File: src/rtl/vga_pkg.sv
// Shared definitions for the pixel-clock domain: button indices, repeat FSM
// encoding and default timing derived from the 148.5 MHz pixel clock.
package vga_pkg;

    localparam int PIX_CLK_HZ = 148_500_000;

    localparam int DEBOUNCE_CYCLES_DEF = PIX_CLK_HZ / 100;  // 10 ms
    localparam int REPEAT_DELAY_DEF    = PIX_CLK_HZ / 2;    // 500 ms
    localparam int REPEAT_PERIOD_DEF   = PIX_CLK_HZ / 10;   // 100 ms

    localparam int BTN_R = 0;
    localparam int BTN_L = 1;
    localparam int BTN_U = 2;
    localparam int BTN_D = 3;

    typedef enum logic [1:0] {
        IDLE   = 2'd0,
        HOLD   = 2'd1,
        REPEAT = 2'd2
    } rpt_state_t;

endpackage

File: src/rtl/btn_debounce_repeat.sv
// One button: 2-flop synchroniser, stability-count debouncer, press/auto-repeat FSM.
// Latency: raw edge to level/pulse is 2 + DEBOUNCE_CYCLES cycles (unregistered pulse).
// Backpressure: none; pulse is a single-cycle strobe that cannot be stalled.
module btn_debounce_repeat
    import vga_pkg::*;
#(
    parameter int DEBOUNCE_CYCLES = DEBOUNCE_CYCLES_DEF,
    parameter int REPEAT_DELAY    = REPEAT_DELAY_DEF,
    parameter int REPEAT_PERIOD   = REPEAT_PERIOD_DEF,
    parameter bit REPEAT_EN       = 1'b1
) (
    input  logic clk,
    input  logic reset,
    input  logic btn,
    output logic level,
    output logic pulse
);

    localparam int CW = (DEBOUNCE_CYCLES > 1) ? $clog2(DEBOUNCE_CYCLES) : 1;
    localparam int RW = (REPEAT_DELAY > 1) ? $clog2(REPEAT_DELAY) : 1;
    localparam logic [CW-1:0] CNT_MAX    = CW'(DEBOUNCE_CYCLES - 1);
    localparam logic [RW-1:0] DELAY_MAX  = RW'(REPEAT_DELAY - 1);
    localparam logic [RW-1:0] PERIOD_MAX = RW'(REPEAT_PERIOD - 1);

    logic          sync_a, sync_b;
    logic          db;
    logic [CW-1:0] cnt;

    rpt_state_t    state, state_nxt;
    logic [RW-1:0] rcnt, rcnt_nxt;

    always_ff @(posedge clk) begin
        if (reset) begin
            sync_a <= 1'b0;
            sync_b <= 1'b0;
            db     <= 1'b0;
            cnt    <= '0;
        end else begin
            sync_a <= btn;
            sync_b <= sync_a;
            if (sync_b == db) begin
                cnt <= '0;
            end else if (cnt == CNT_MAX) begin
                db  <= sync_b;
                cnt <= '0;
            end else begin
                cnt <= cnt + 1'b1;
            end
        end
    end

    always_ff @(posedge clk) begin
        if (reset) begin
            state <= IDLE;
            rcnt  <= '0;
        end else begin
            state <= state_nxt;
            rcnt  <= rcnt_nxt;
        end
    end

    // IDLE is only ever entered with db low, so db high in IDLE marks a fresh press.
    always_comb begin
        state_nxt = state;
        rcnt_nxt  = rcnt;
        case (state)
            IDLE: begin
                if (db) begin
                    state_nxt = HOLD;
                    rcnt_nxt  = '0;
                end
            end
            HOLD: begin
                if (!db) begin
                    state_nxt = IDLE;
                end else if (rcnt == DELAY_MAX) begin
                    if (REPEAT_EN) begin
                        state_nxt = REPEAT;
                        rcnt_nxt  = '0;
                    end
                end else begin
                    rcnt_nxt = rcnt + 1'b1;
                end
            end
            REPEAT: begin
                if (!db) begin
                    state_nxt = IDLE;
                end else if (rcnt == PERIOD_MAX) begin
                    rcnt_nxt = '0;
                end else begin
                    rcnt_nxt = rcnt + 1'b1;
                end
            end
            default: begin
                state_nxt = IDLE;
                rcnt_nxt  = '0;
            end
        endcase
    end

    always_comb begin
        pulse = 1'b0;
        case (state)
            IDLE:    pulse = db;
            HOLD:    pulse = db && REPEAT_EN && (rcnt == DELAY_MAX);
            REPEAT:  pulse = db && (rcnt == PERIOD_MAX);
            default: pulse = 1'b0;
        endcase
    end

    assign level = db;

endmodule

File: src/rtl/btn_step_conditioner.sv
// Four-button step-pulse conditioner with opposing-pair suppression, registered outputs.
// Latency: raw press to pulse/level is DEBOUNCE_CYCLES + 3 cycles.
// Backpressure: none; consumers must take each one-cycle strobe when it appears.
module btn_step_conditioner
    import vga_pkg::*;
#(
    parameter int DEBOUNCE_CYCLES = DEBOUNCE_CYCLES_DEF,
    parameter int REPEAT_DELAY    = REPEAT_DELAY_DEF,
    parameter int REPEAT_PERIOD   = REPEAT_PERIOD_DEF,
    parameter bit REPEAT_EN       = 1'b1
) (
    input  logic       clk,
    input  logic       reset,
    input  logic       btnR,
    input  logic       btnL,
    input  logic       btnU,
    input  logic       btnD,
    output logic       pulseR,
    output logic       pulseL,
    output logic       pulseU,
    output logic       pulseD,
    output logic [3:0] btn_level
);

    logic [3:0] raw_btn;
    logic [3:0] db;
    logic [3:0] raw_pulse;
    logic [3:0] arb_pulse;
    logic [3:0] pulse_q;
    logic [3:0] level_q;

    assign raw_btn = {btnD, btnU, btnL, btnR};

    for (genvar i = 0; i < 4; i++) begin : g_btn
        btn_debounce_repeat #(
            .DEBOUNCE_CYCLES (DEBOUNCE_CYCLES),
            .REPEAT_DELAY    (REPEAT_DELAY),
            .REPEAT_PERIOD   (REPEAT_PERIOD),
            .REPEAT_EN       (REPEAT_EN)
        ) u_btn (
            .clk   (clk),
            .reset (reset),
            .btn   (raw_btn[i]),
            .level (db[i]),
            .pulse (raw_pulse[i])
        );
    end

    // Coincident opposing steps cancel outright rather than being deferred.
    always_comb begin
        arb_pulse = raw_pulse;
        if (raw_pulse[BTN_R] && raw_pulse[BTN_L]) begin
            arb_pulse[BTN_R] = 1'b0;
            arb_pulse[BTN_L] = 1'b0;
        end
        if (raw_pulse[BTN_U] && raw_pulse[BTN_D]) begin
            arb_pulse[BTN_U] = 1'b0;
            arb_pulse[BTN_D] = 1'b0;
        end
    end

    always_ff @(posedge clk) begin
        if (reset) begin
            pulse_q <= '0;
            level_q <= '0;
        end else begin
            pulse_q <= arb_pulse;
            level_q <= db;
        end
    end

    assign pulseR    = pulse_q[BTN_R];
    assign pulseL    = pulse_q[BTN_L];
    assign pulseU    = pulse_q[BTN_U];
    assign pulseD    = pulse_q[BTN_D];
    assign btn_level = level_q;

endmodule

File: config.mk
export PLATFORM = sky130hd
export DESIGN_NAME = btn_step_conditioner
export DESIGN_NICKNAME = d
export VERILOG_FILES = /design/src/rtl/vga_pkg.sv /design/src/rtl/btn_debounce_repeat.sv /design/src/rtl/btn_step_conditioner.sv
export SDC_FILE = /design/constraint.sdc
export NUM_CORES = 1
export LEC_CHECK = 0
export CORE_UTILIZATION = 45
export CTS_CLUSTER_SIZE = 8
export DETAILED_ROUTE_END_ITERATION = 12
export GPL_ROUTABILITY_DRIVEN = 0
export GPL_TIMING_DRIVEN = 0
export MAX_ROUTING_LAYER = met4
export PLACE_DENSITY = 0.63
export SYNTH_ARGS = -nofsm -noshare
export SYNTH_HDL_FRONTEND = slang
export SYNTH_SLANG_ARGS = --single-unit
File: constraint.sdc
create_clock -name clk -period 4.8 [get_ports clk]
set_input_delay 0.48 -clock clk [delete_from_list [all_inputs] [get_ports clk]]
set_output_delay 0.48 -clock clk [all_outputs]
set_load 0.05 [all_outputs]
[Yosys cells after proc, flatten, opt, wreduce, memory -nomap -nowiden]
Cells that the tools add are included.
Cells by class
  bitwise gates (word level): 4
  multiplexer cells: 48
  equal/unequal tests: 44
  add/sub/neg operators: 8
  reduce and logical (&&, ||, !) cells: 32
Operator list (count)
  $mux W27: 20
  $pmux W27 S3: 4
  $add A27 B1 Y27 const B: 4
  $eq A27 B24 Y1 const B: 4
  $eq A27 B27 Y1 const B: 4
  $add A21 B1 Y21 const B: 4
  $eq A21 B21 Y1 const B: 4
  $mux W2: 16
  $ne A2 B1 Y1 const B: 12
  $pmux W2 S3: 4
  $reduce_and A3 Y1: 8
  $ne A3 B3 Y1 const B: 4
  $pmux W1 S3: 4
  $reduce_or A3 Y1: 4
  $logic_and A1 B1 Y1: 10
  $eq A2 B1 Y1 const B: 4
  $eq A2 B2 Y1 const B: 4
  $logic_not A2 Y1: 4
  $ne A2 B2 Y1 const B: 4
  $reduce_and A2 Y1: 4
  $eq A1 B1 Y1: 4
  $not A1 Y1: 4
  $reduce_or A2 Y1: 2
Word-level totals
  register bits: 220
  input port bits: 6
  word-level logic and storage cells: 163
  output and inout bits: 8

[Depth between registers and ports, before layout]
Gate-level depths: netlist of the first run.
  word-level depth: 5
  mapped depth: 9
  mapped depth without buffers: 7

[Modules after synthesis]
A second synthesis of the first run with hierarchy kept.
Second synthesis, totals
  cells, all modules: 1363
  area, all modules: 11847.6 µm²
Modules (own cells, without submodules)
  btn_debounce_repeat at g_btn[0].u_btn ...: times used 3, sequential area each 1061.0 µm², area each 2942.8 µm², cells an instance 342
  btn_debounce_repeat at g_btn[3].u_btn: times used 1, sequential area each 1061.0 µm², area each 2803.9 µm², cells an instance 321
  btn_step_conditioner: times used 1, sequential area each 160.2 µm², area each 215.2 µm², cells an instance 16

[Worst setup path before layout of the first run]
OpenSTA, ideal clock, no wires.
  kind: register -> register
  from: register g_btn[2].u_btn.state[0]
  to: register g_btn[2].u_btn.rcnt[26]
  cell stages (with the launch flop): 9
  clock period less this slack: 2.284 ns
  path slack: 2.516 ns
  data arrival time: 2.214 ns
  library setup time: 0.070 ns
  path through: dfxtp_1 > inv_1 > ha_1 > buf_2 > or3_1 > a2111oi_2 > nand3_1 > or4_1 > a21oi_1
Between the ends
  cells in the longest elaborated chain, start to end: 3
  elaborated cells between the ends (all ways): 8
  those cells by class: 5 x eq/ne; 1 x mux; 2 x reduce/logical
RTL lines
  start, declared: RTL line btn_debounce_repeat.sv:29  | rpt_state_t state, state_nxt;
  start signal, assigned: RTL line btn_debounce_repeat.sv:57  | state <= state_nxt;
  $eq A2 B2 Y1, or another cell as far along: RTL line btn_debounce_repeat.sv:66  | case (state)
  $ne A2 B1 Y1 (no line)
  $reduce_and A3 Y1 (no line)
  end signal, assigned: RTL line btn_debounce_repeat.sv:58  | rcnt <= rcnt_nxt;
  end, declared: RTL line btn_debounce_repeat.sv:30  | logic [RW-1:0] rcnt, rcnt_nxt;
Parallel ways exist; a longest one is shown, timed or not.
A chain may end at the register's enable or synchronous reset.

[Worst setup path after layout of the first run]
  from: register g_btn[1].u_btn.state[0]
  to: register g_btn[1].u_btn.rcnt[25]
Between the ends
  cells in the longest elaborated chain, start to end: 3
  elaborated cells between the ends (all ways): 8
  those cells by class: 5 x eq/ne; 1 x mux; 2 x reduce/logical
RTL lines (RTL line)
  start, declared: btn_debounce_repeat.sv:29
  start signal, assigned: btn_debounce_repeat.sv:57
  $eq A2 B2 Y1, or another cell as far along: btn_debounce_repeat.sv:66
  $ne A2 B1 Y1 (no line)
  $reduce_and A3 Y1 (no line)
  end signal, assigned: btn_debounce_repeat.sv:58
  end, declared: btn_debounce_repeat.sv:30
Parallel ways exist; a longest one is shown, timed or not.

==> implementation parameters, run 1 <==
Parameter                              Value

Setup path
  Startpoint type of the worst setup path ... register
  Critical path class ... reg2reg
  Logic depth of the worst path, buffers included ... 8
  FF-to-FF Start ... g_btn[1].u_btn.state[0]
  Worst path top cell family by delay ... simple AND/OR/NAND/NOR gates
  Worst endpoint required time ... around 5.2 ns
  Cell at the slowest stage of the critical path ... nor3_1
  Maximum net fanout on the critical path ... 10
  Worst reg2reg path endpoint ... g_btn[1].u_btn.rcnt[25]
  Setup slack, reg-to-reg ... ~2.2 ns
  List of cells traversed by the critical path ... inv_1 > ha_1 > nor3_1 > o211ai_1 > clkbuf_1 > nor4_1 > xnor2_1 > nor2_1
  Endpoint type of the worst setup path ... register
  Length in cells of the worst reg-to-reg path ... 8
  Critical path data arrival time ... between 3 and 4 ns
  Maximum single-stage delay on the critical path ... ~0.56 ns
  Buffers and inverters on the worst path ... 2

Synth
  Most common library cells after synthesis ... 220 x dfxtp_1, 187 x nor2_1, 102 x xnor2_1, 91 x nand2_1, 57 x nand3_1
  Proportion of synthesized area in mux cells ... less than 1%
  Area fraction in compound gates after synthesis ... between 10% and 20%
  Fraction of synthesized cell area taken by the top area cell type ... roughly two fifths
  Synth area leader ... dfxtp_1
  Biggest area contributors in the synthesized netlist ... dfxtp_1 40%, xnor2_1 8.1%, nor2_1 6.3%, xor2_1 4.0%, nand2_1 3.1%
  Most frequent cell after synthesis ... dfxtp_1
  Number of standard cells after synthesis ... roughly 1.3k
  Number of storage elements in the synthesis netlist ... 220
  Count of warnings emitted by yosys ... 0
  Synthesized cell area ... about 0.011 mm²
  Ys flop type ... dfxtp_1
  Number of nets produced by synthesis ... 1328
  Netlist cell types ... slightly below 70
  Fraction of synthesized cell area in xor and xnor cells ... 12.0%
  Average cell area after synthesis ... about 8.5 µm²
  Post-Synth Adder-Cell Area ... about 2.7%
  Fraction of registers with async set or reset after synthesis ... 0%
  Sequential cell area fraction in the yosys report ... 39.8%
  Combinational family with the most area after synthesis ... simple AND/OR/NAND/NOR gates
  Number of enable flip-flop cells after synthesis ... 0
  Simple logic cell fraction of the synthesized area ... a little under a third

STA
  Worst path setup slack after routing ... between 2 and 2.5 ns
  Number of max-slew violations in the final report ... 0
  Max transition margin ... between 40% and 50%
  Maximum operating frequency ... roughly 380 MHz
  Number of hold violations in the final report ... 0
  Slew at the pin closest to its max-slew limit ... just over 0.8 ns
  Final worst path period share ... a little over half
  Max Clock Skew ... between 0.01 and 0.015 ns
  Number of endpoints failing setup at the final stage ... 0
  Final total negative setup slack ... 0 ns
  Worst hold margin ... between 0.4 and 0.5 ns
  Unrepaired setup endpoints after global routing ... no
  Final Critical Period ... about 2.6 ns

Clocking
  Post-cts hold buffer count ... 0
  CTS H-tree lvls ... 1
  Total of cells resized after clock tree synthesis ... 0
  Clk_lat worst skew ... roughly 0.56 ns
  Clock sinks ... 220
  Root cell of the clock tree ... clkbuf_16
  Clock buffers created by TritonCTS ... 31
  Clock input transition at the sequential cells of the worst setup and hold paths ... roughly 0.05 ns
  Clock tree from TritonCTS ... built
  Deepest clock path buffer count ... 3
  Total setup buffers inserted after CTS ... 0

Job
  Number of violations of the max-capacitance limit ... 0

Status
  Status ... complete, no violations

Route
  Wire length reported by the detailed router ... about 24 mm
  Total number of vias ... slightly above 9k
  Number of detailed-route iterations in the first pass ... 5
  Routed wire per std cell ... 14.5 µm
  Antenna-violating nets left ... 0
  Vias per cell ... between 5 and 6
  First DRT Iteration DRCs ... approximately 620
  DRC violations left ... 0

Power
  Leak ... about 3.7 nW
  Part of the power in registers ... between 40% and 50%
  Peak VDD IR ... 0.217 mV
  Net switching power ... 0.795 mW
  Post-layout total power ... between 3 and 4 mW
  Clock power frac ... roughly half
  Internal Dissipation ... just under 3 mW
  Power density over the cells ... 304 mW/mm²
  Fraction of power spent switching nets ... between 20% and 30%
  Share of total power in combinational logic ... under 10%

Min path
  Hold path startpoint ... g_btn[1].u_btn.cnt[0]
  Min-Delay Path Depth ... 1
  Sink of the worst hold path ... g_btn[1].u_btn.cnt[0]
  Hold Path Class ... reg2reg

Floorplan
  Total die area ... approximately 0.025 mm²
  Die X ... about 160 µm
  Initial cell density of the core ... between 40% and 50%
  Vertical die dimension ... between 150 and 200 µm
  Cell row count ... 57
  Area of the core ... 0.0242 mm²
  I/O Pins ... 14

Global route
  Pin count of the biggest net entering global routing ... 17
  Remaining Overflow, GRT ... 0
  Initial antenna violation count ... 0
  Global-route usage over all layers ... between 10% and 20%
  Number of global-route vias before repair ... ~8.6k
  Wire length of the first global-routing pass ... 41.3 mm

Placed design
  Number of port buffers ... 13
  Final HPWL from detailed placement ... approximately 17 mm
  Placed cell count ... 1635
  Worst slack, placed ... between 1.5 and 2 ns

Finish
  Diodes inserted ... 0
  Filler-free cell count of the finished design ... ~1.7k
  Area added between synthesis and finish ... 12.1%
  Net count of the finished layout ... roughly 1.4k
  Fraction of final layout cells with drive strength greater than 1 ... approximately 4.8%
  Number of fillers in the final layout ... approximately 2.3k
flip-flops by register name, indices dropped and copies added, names as in the netlist:
register and flops:
btn_level 4, g_btn.u_btn.sync_b 4, g_btn.u_btn.sync_a 4, g_btn.u_btn.level 4, g_btn.u_btn.rcnt 108, g_btn.u_btn.cnt 84, g_btn.u_btn.state 8, pulse_q 4
worst max-delay path by stage:
stage                       startpoint                 endpoint  slack, ns
2_1_floorplan  g_btn[2].u_btn.state[0]  g_btn[2].u_btn.rcnt[26]       2.52
3_3_place_gp                     reset     g_btn[3].u_btn.level       1.86
3_5_place_dp                     reset     g_btn[3].u_btn.level       1.89
4_1_cts        g_btn[1].u_btn.rcnt[26]  g_btn[1].u_btn.rcnt[10]       2.22
5_1_grt        g_btn[1].u_btn.state[0]  g_btn[1].u_btn.rcnt[25]       1.93
6_report       g_btn[1].u_btn.state[0]  g_btn[1].u_btn.rcnt[25]       2.19
per-layer routing:
layer	up-vias	track usage [%]	routed length [µm]
met5	-	-	0
met4	0	4.90	492
met3	39	3.11	910
met2	147	30.6	10600
met1	4311	26.4	12100
li1	4747	-	-
area by class of cell:
| cell class | instances | area [µm²] | area share (%) |
|---|---|---|---|
| Inverter | 52 | 195 | 1.57 |
| Clock inverter | 2 | 25.0 | 0.202 |
| Sequential cell | 220 | 4400 | 35.5 |
| Tap cell | 324 | 405 | 3.26 |
| Clock buffer | 32 | 779 | 6.28 |
| Buffer | 53 | 229 | 1.84 |
| Timing Repair Buffer | 13 | 130 | 1.05 |
| Multi-Input combinational cell | 973 | 6250 | 50.3 |
cell usage in the layout (no fill, tap or decap), types with 4 or more instances in the layout:
| cell | netlist | final |
|---|---|---|
| dfxtp_1 | 220 | 220 |
| nor2_1 | 187 | 187 |
| xnor2_1 | 102 | 102 |
| nand2_1 | 91 | 91 |
| nand3_1 | 57 | 57 |
| inv_1 | 52 | 52 |
| xor2_1 | 50 | 50 |
| nand4_1 | 45 | 45 |
| nor4_1 | 43 | 43 |
| clkbuf_1 | 41 | 42 |
| nor3_1 | 38 | 38 |
| clkbuf_16 | 0 | 31 |
| and3_1 | 28 | 28 |
| and4_1 | 25 | 25 |
| a21oi_1 | 25 | 25 |
| a211oi_1 | 24 | 24 |
| o21ai_0 | 24 | 24 |
| ha_1 | 24 | 24 |
| o211ai_1 | 17 | 17 |
| nor2b_1 | 16 | 16 |
| nor4b_1 | 15 | 15 |
| or3_1 | 15 | 15 |
| clkdlybuf4s50_1 | 0 | 13 |
| a31oi_1 | 11 | 11 |
| o22ai_1 | 10 | 10 |
| a221oi_1 | 9 | 9 |
| nor4bb_1 | 8 | 8 |
| and2_1 | 8 | 8 |
| or4_1 | 8 | 8 |
| o2111ai_1 | 7 | 7 |
| buf_2 | 6 | 6 |
| nor3b_1 | 6 | 6 |
| nand2b_1 | 6 | 6 |
| o221ai_1 | 6 | 6 |
| mux2i_1 | 6 | 6 |
| o31ai_1 | 5 | 5 |
| or4bb_1 | 4 | 4 |
| nand3b_1 | 4 | 4 |
stage by stage:
step | instance area, µm² | util (%)
2_1_floorplan | 11100 | -
3_3_place_gp | 11600 | 47.9
3_5_place_dp | 11600 | 47.9
4_1_cts | 12400 | 51.2
5_1_grt | 12400 | 51.2
6_report | 12400 | 51.2
power by group through the flow:
| stage | clock network, mW | logic [mW] | registers, mW |
|---|---|---|---|
| after floorplan | 0 | 0.0291 | 1.87 |
| after global placement | 0 | 0.0486 | 1.87 |
| after detailed placement | 0 | 0.0484 | 1.87 |
| after CTS | 1.95 | 0.0488 | 1.83 |
| after global routing | 2.03 | 0.0529 | 1.83 |
| final | 1.89 | 0.0478 | 1.84 |
kinds of logic after synthesis:
group,after synthesis
AOI/OAI and AO/OA,161
xor gates and xnor gates,152
adders and majority gates,24
buffers and inverters,105
DFF,220
muxes,6
and+or+nand+nor,630
(Power assumes the default switching activity.)
==> inputs of run 2 (changes only) <==
==> constraint.sdc (replaced) <==
create_clock -name clk -period 2.7 [get_ports clk]
set_input_delay 0.27 -clock clk [delete_from_list [all_inputs] [get_ports clk]]
set_output_delay 0.27 -clock clk [all_outputs]
set_load 0.05 [all_outputs]
==> implementation parameters, run 2 (synthesis results as in run 1) <==
Parameter                              Value

Status
  Status ... complete, no violations

Route
  Number of detailed-route iterations in the first pass ... 7 (+2)
  First DRT Iteration DRCs ... 585 (-4.9%)
  DRC violations left ... 0 (unchanged)
  Wire length reported by the detailed router ... 24.2 mm (+0.29%)
  Antenna-violating nets left ... 0 (unchanged)
  Vias per cell ... 5.55 (+0.19%)
  Total number of vias ... 9262 (+0.19%)
  Routed wire per std cell ... 14.5 µm (+0.29%)

Clocking
  Clock buffers created by TritonCTS ... 31 (unchanged)
  CTS H-tree lvls ... 1 (unchanged)
  Clock input transition at the sequential cells of the worst setup and hold paths ... 0.05 ns (about the same)
  Post-cts hold buffer count ... 0 (unchanged)
  Clock sinks ... 220 (unchanged)
  Clock tree from TritonCTS ... built
  Total of cells resized after clock tree synthesis ... 0 (unchanged)
  Total setup buffers inserted after CTS ... 0 (unchanged)
  Deepest clock path buffer count ... 3 (unchanged)
  Clk_lat worst skew ... 0.56 ns (about the same)
  Root cell of the clock tree ... clkbuf_16

STA
  Worst path setup slack after routing ... 0.169 ns (-2.02 ns)
  Number of max-slew violations in the final report ... 0 (unchanged)
  Worst hold margin ... 0.292 ns (-0.148 ns)
  Final Critical Period ... 2.53 ns (-0.0826 ns)
  Number of hold violations in the final report ... 0 (unchanged)
  Maximum operating frequency ... 395 MHz (+3.3%)
  Max Clock Skew ... 0.0146 ns (-0.000110 ns)
  Final worst path period share ... 93.8% (+39 points)
  Number of endpoints failing setup at the final stage ... 0 (unchanged)
  Unrepaired setup endpoints after global routing ... no
  Max transition margin ... 44.3% (about the same)
  Slew at the pin closest to its max-slew limit ... 0.830 ns (-0.000551 ns)
  Final total negative setup slack ... 0 ns (unchanged)

Finish
  Number of fillers in the final layout ... 2286 (-0.044%)
  Register bank with the most flops ... g_btn.u_btn.rcnt
  Area added between synthesis and finish ... 12.4%
  Filler-free cell count of the finished design ... 1669 (unchanged)
  Number of flip-flops in the largest register ... 108 (unchanged)
  Most common library cell in the layout ignoring fill and taps ... dfxtp_1
  Net count of the finished layout ... 1374 (unchanged)
  Final non-filler cell area ... 0.0125 mm² (+0.29%)
  Fraction of final layout cells with drive strength greater than 1 ... 5.13% (+0.30 points)
  Commonest cells after routing, fill and taps aside ... 220 x dfxtp_1, 187 x nor2_1, 102 x xnor2_1, 91 x nand2_1, 57 x nand3_1
  Diodes inserted ... 0 (unchanged)
  Final cell utilization of the core ... 51.4% (+0.15 points)
  Largest regs ... g_btn.u_btn.rcnt: 108 flops, g_btn.u_btn.cnt: 84 flops, g_btn.u_btn.state: 8 flops

Power
  Part of the power in registers ... 48.7% (about the same)
  Share of total power in combinational logic ... 1.3% (about the same)
  Post-layout total power ... 6.71 mW (+78%)
  Clock power frac ... 50.1% (about the same)
  Power density over the cells ... 539 mW/mm² (+77%)
  Net switching power ... 1.41 mW (+78%)
  Peak VDD IR ... 0.386 mV (+78%)
  Fraction of power spent switching nets ... 21.1% (about the same)
  Internal Dissipation ... 5.29 mW (+78%)
  Leak ... 3.73 nW (about the same)

Setup path
  Endpoint type of the worst setup path ... register
  Startpoint type of the worst setup path ... register
  Critical path class ... reg2reg
  Cell at the slowest stage of the critical path ... or3_1
  Worst endpoint required time ... 3.17 ns (-2.07 ns)
  Worst path top cell family by delay ... simple AND/OR/NAND/NOR gates
  List of cells traversed by the critical path ... inv_1 > ha_1 > buf_2 > or3_1 > a2111oi_4 > nand3_1 > or4_1 > a21oi_1
  Critical path data arrival time ... 3.00 ns (-0.05 ns)
  Maximum net fanout on the critical path ... 10 (unchanged)
  Maximum single-stage delay on the critical path ... 0.45 ns (-0.11 ns)
  Buffers and inverters on the worst path ... 2 (unchanged)

Floorplan
  Cell row count ... 57 (unchanged)
  Vertical die dimension ... 159 µm (unchanged)
  Area of the core ... 0.0242 mm² (unchanged)
  Total die area ... 0.0252 mm² (unchanged)
  I/O Pins ... 14 (unchanged)
  Initial cell density of the core ... 45.7% (unchanged)
  Die X ... 159 µm (unchanged)

Global route
  Wire length of the first global-routing pass ... 41.3 mm (unchanged)
  Initial antenna violation count ... 0 (unchanged)
  Remaining Overflow, GRT ... 0 (unchanged)
  Global-route usage over all layers ... 19.6% (unchanged)
  Pin count of the biggest net entering global routing ... 17 (unchanged)
  Number of global-route vias before repair ... 8563 (unchanged)

Placed design
  Placed cell count ... 1635 (unchanged)
  Final HPWL from detailed placement ... 16.7 mm (unchanged)
  Placed standard-cell area ... 0.0116 mm² (unchanged)
  Number of port buffers ... 13 (unchanged)
  Worst slack, placed ... -0.00306 ns (-1.89 ns)

Min path
  Hold Path Class ... in2reg

Job
  Number of violations of the max-capacitance limit ... 0 (unchanged)
run 2: routing by layer:
| metal | GRT usage [%] | vias up | part of all wire (%) |
|---|---|---|---|
| li1 | - | 4749 | - |
| met1 | 26.4 | 4328 | 50 |
| met2 | 30.6 | 146 | 44 |
| met3 | 3.11 | 39 | 3.5 |
| met4 | 4.90 | 0 | 2.0 |
| met5 | - | - | 0 |
run 2: worst register-to-register path, cell delays in order (launching register included):
cell and delay [ns]:
dfxtp_1 0.36, inv_1 0.09, ha_1 0.19, buf_2 0.17, or3_1 0.45, a2111oi_4 0.42
nand3_1 0.19, or4_1 0.46, a21oi_1 0.15
run 2: final timing paths:
kind | start | to | slack (ns) | cells past startpoint
worst max register to register | g_btn[2].u_btn.state[0] | g_btn[2].u_btn.rcnt[26] | 0.17 | 8
worst max-delay path | g_btn[2].u_btn.state[0] | g_btn[2].u_btn.rcnt[26] | 0.17 | 8
worst min-delay path | btnR | g_btn[0].u_btn.sync_a | 0.29 | 2
worst min register to register | g_btn[1].u_btn.cnt[0] | g_btn[1].u_btn.cnt[0] | 0.44 | 1
run 2: cell type report:
| cell class | instances | area, µm² | area share, % |
|---|---|---|---|
| Multi-Input combinational cell | 973 | 6280 | 50.4 |
| Sequential cell | 220 | 4400 | 35.4 |
| Clock buffer | 32 | 779 | 6.26 |
| Tap cell | 324 | 405 | 3.26 |
| Buffer | 53 | 231 | 1.86 |
| Inverter | 52 | 195 | 1.57 |
| Timing Repair Buffer | 13 | 130 | 1.04 |
| Clock inverter | 2 | 25.0 | 0.201 |
run 2: power groups by stage:
stage	combinational [mW]	sequential (mW)	clock [mW]
after detailed placement	0.0861	3.33	0
after CTS	0.0868	3.26	3.46
after global placement	0.0865	3.33	0
final	0.0852	3.26	3.36
after global routing	0.0941	3.26	3.60
after floorplan	0.0517	3.33	0
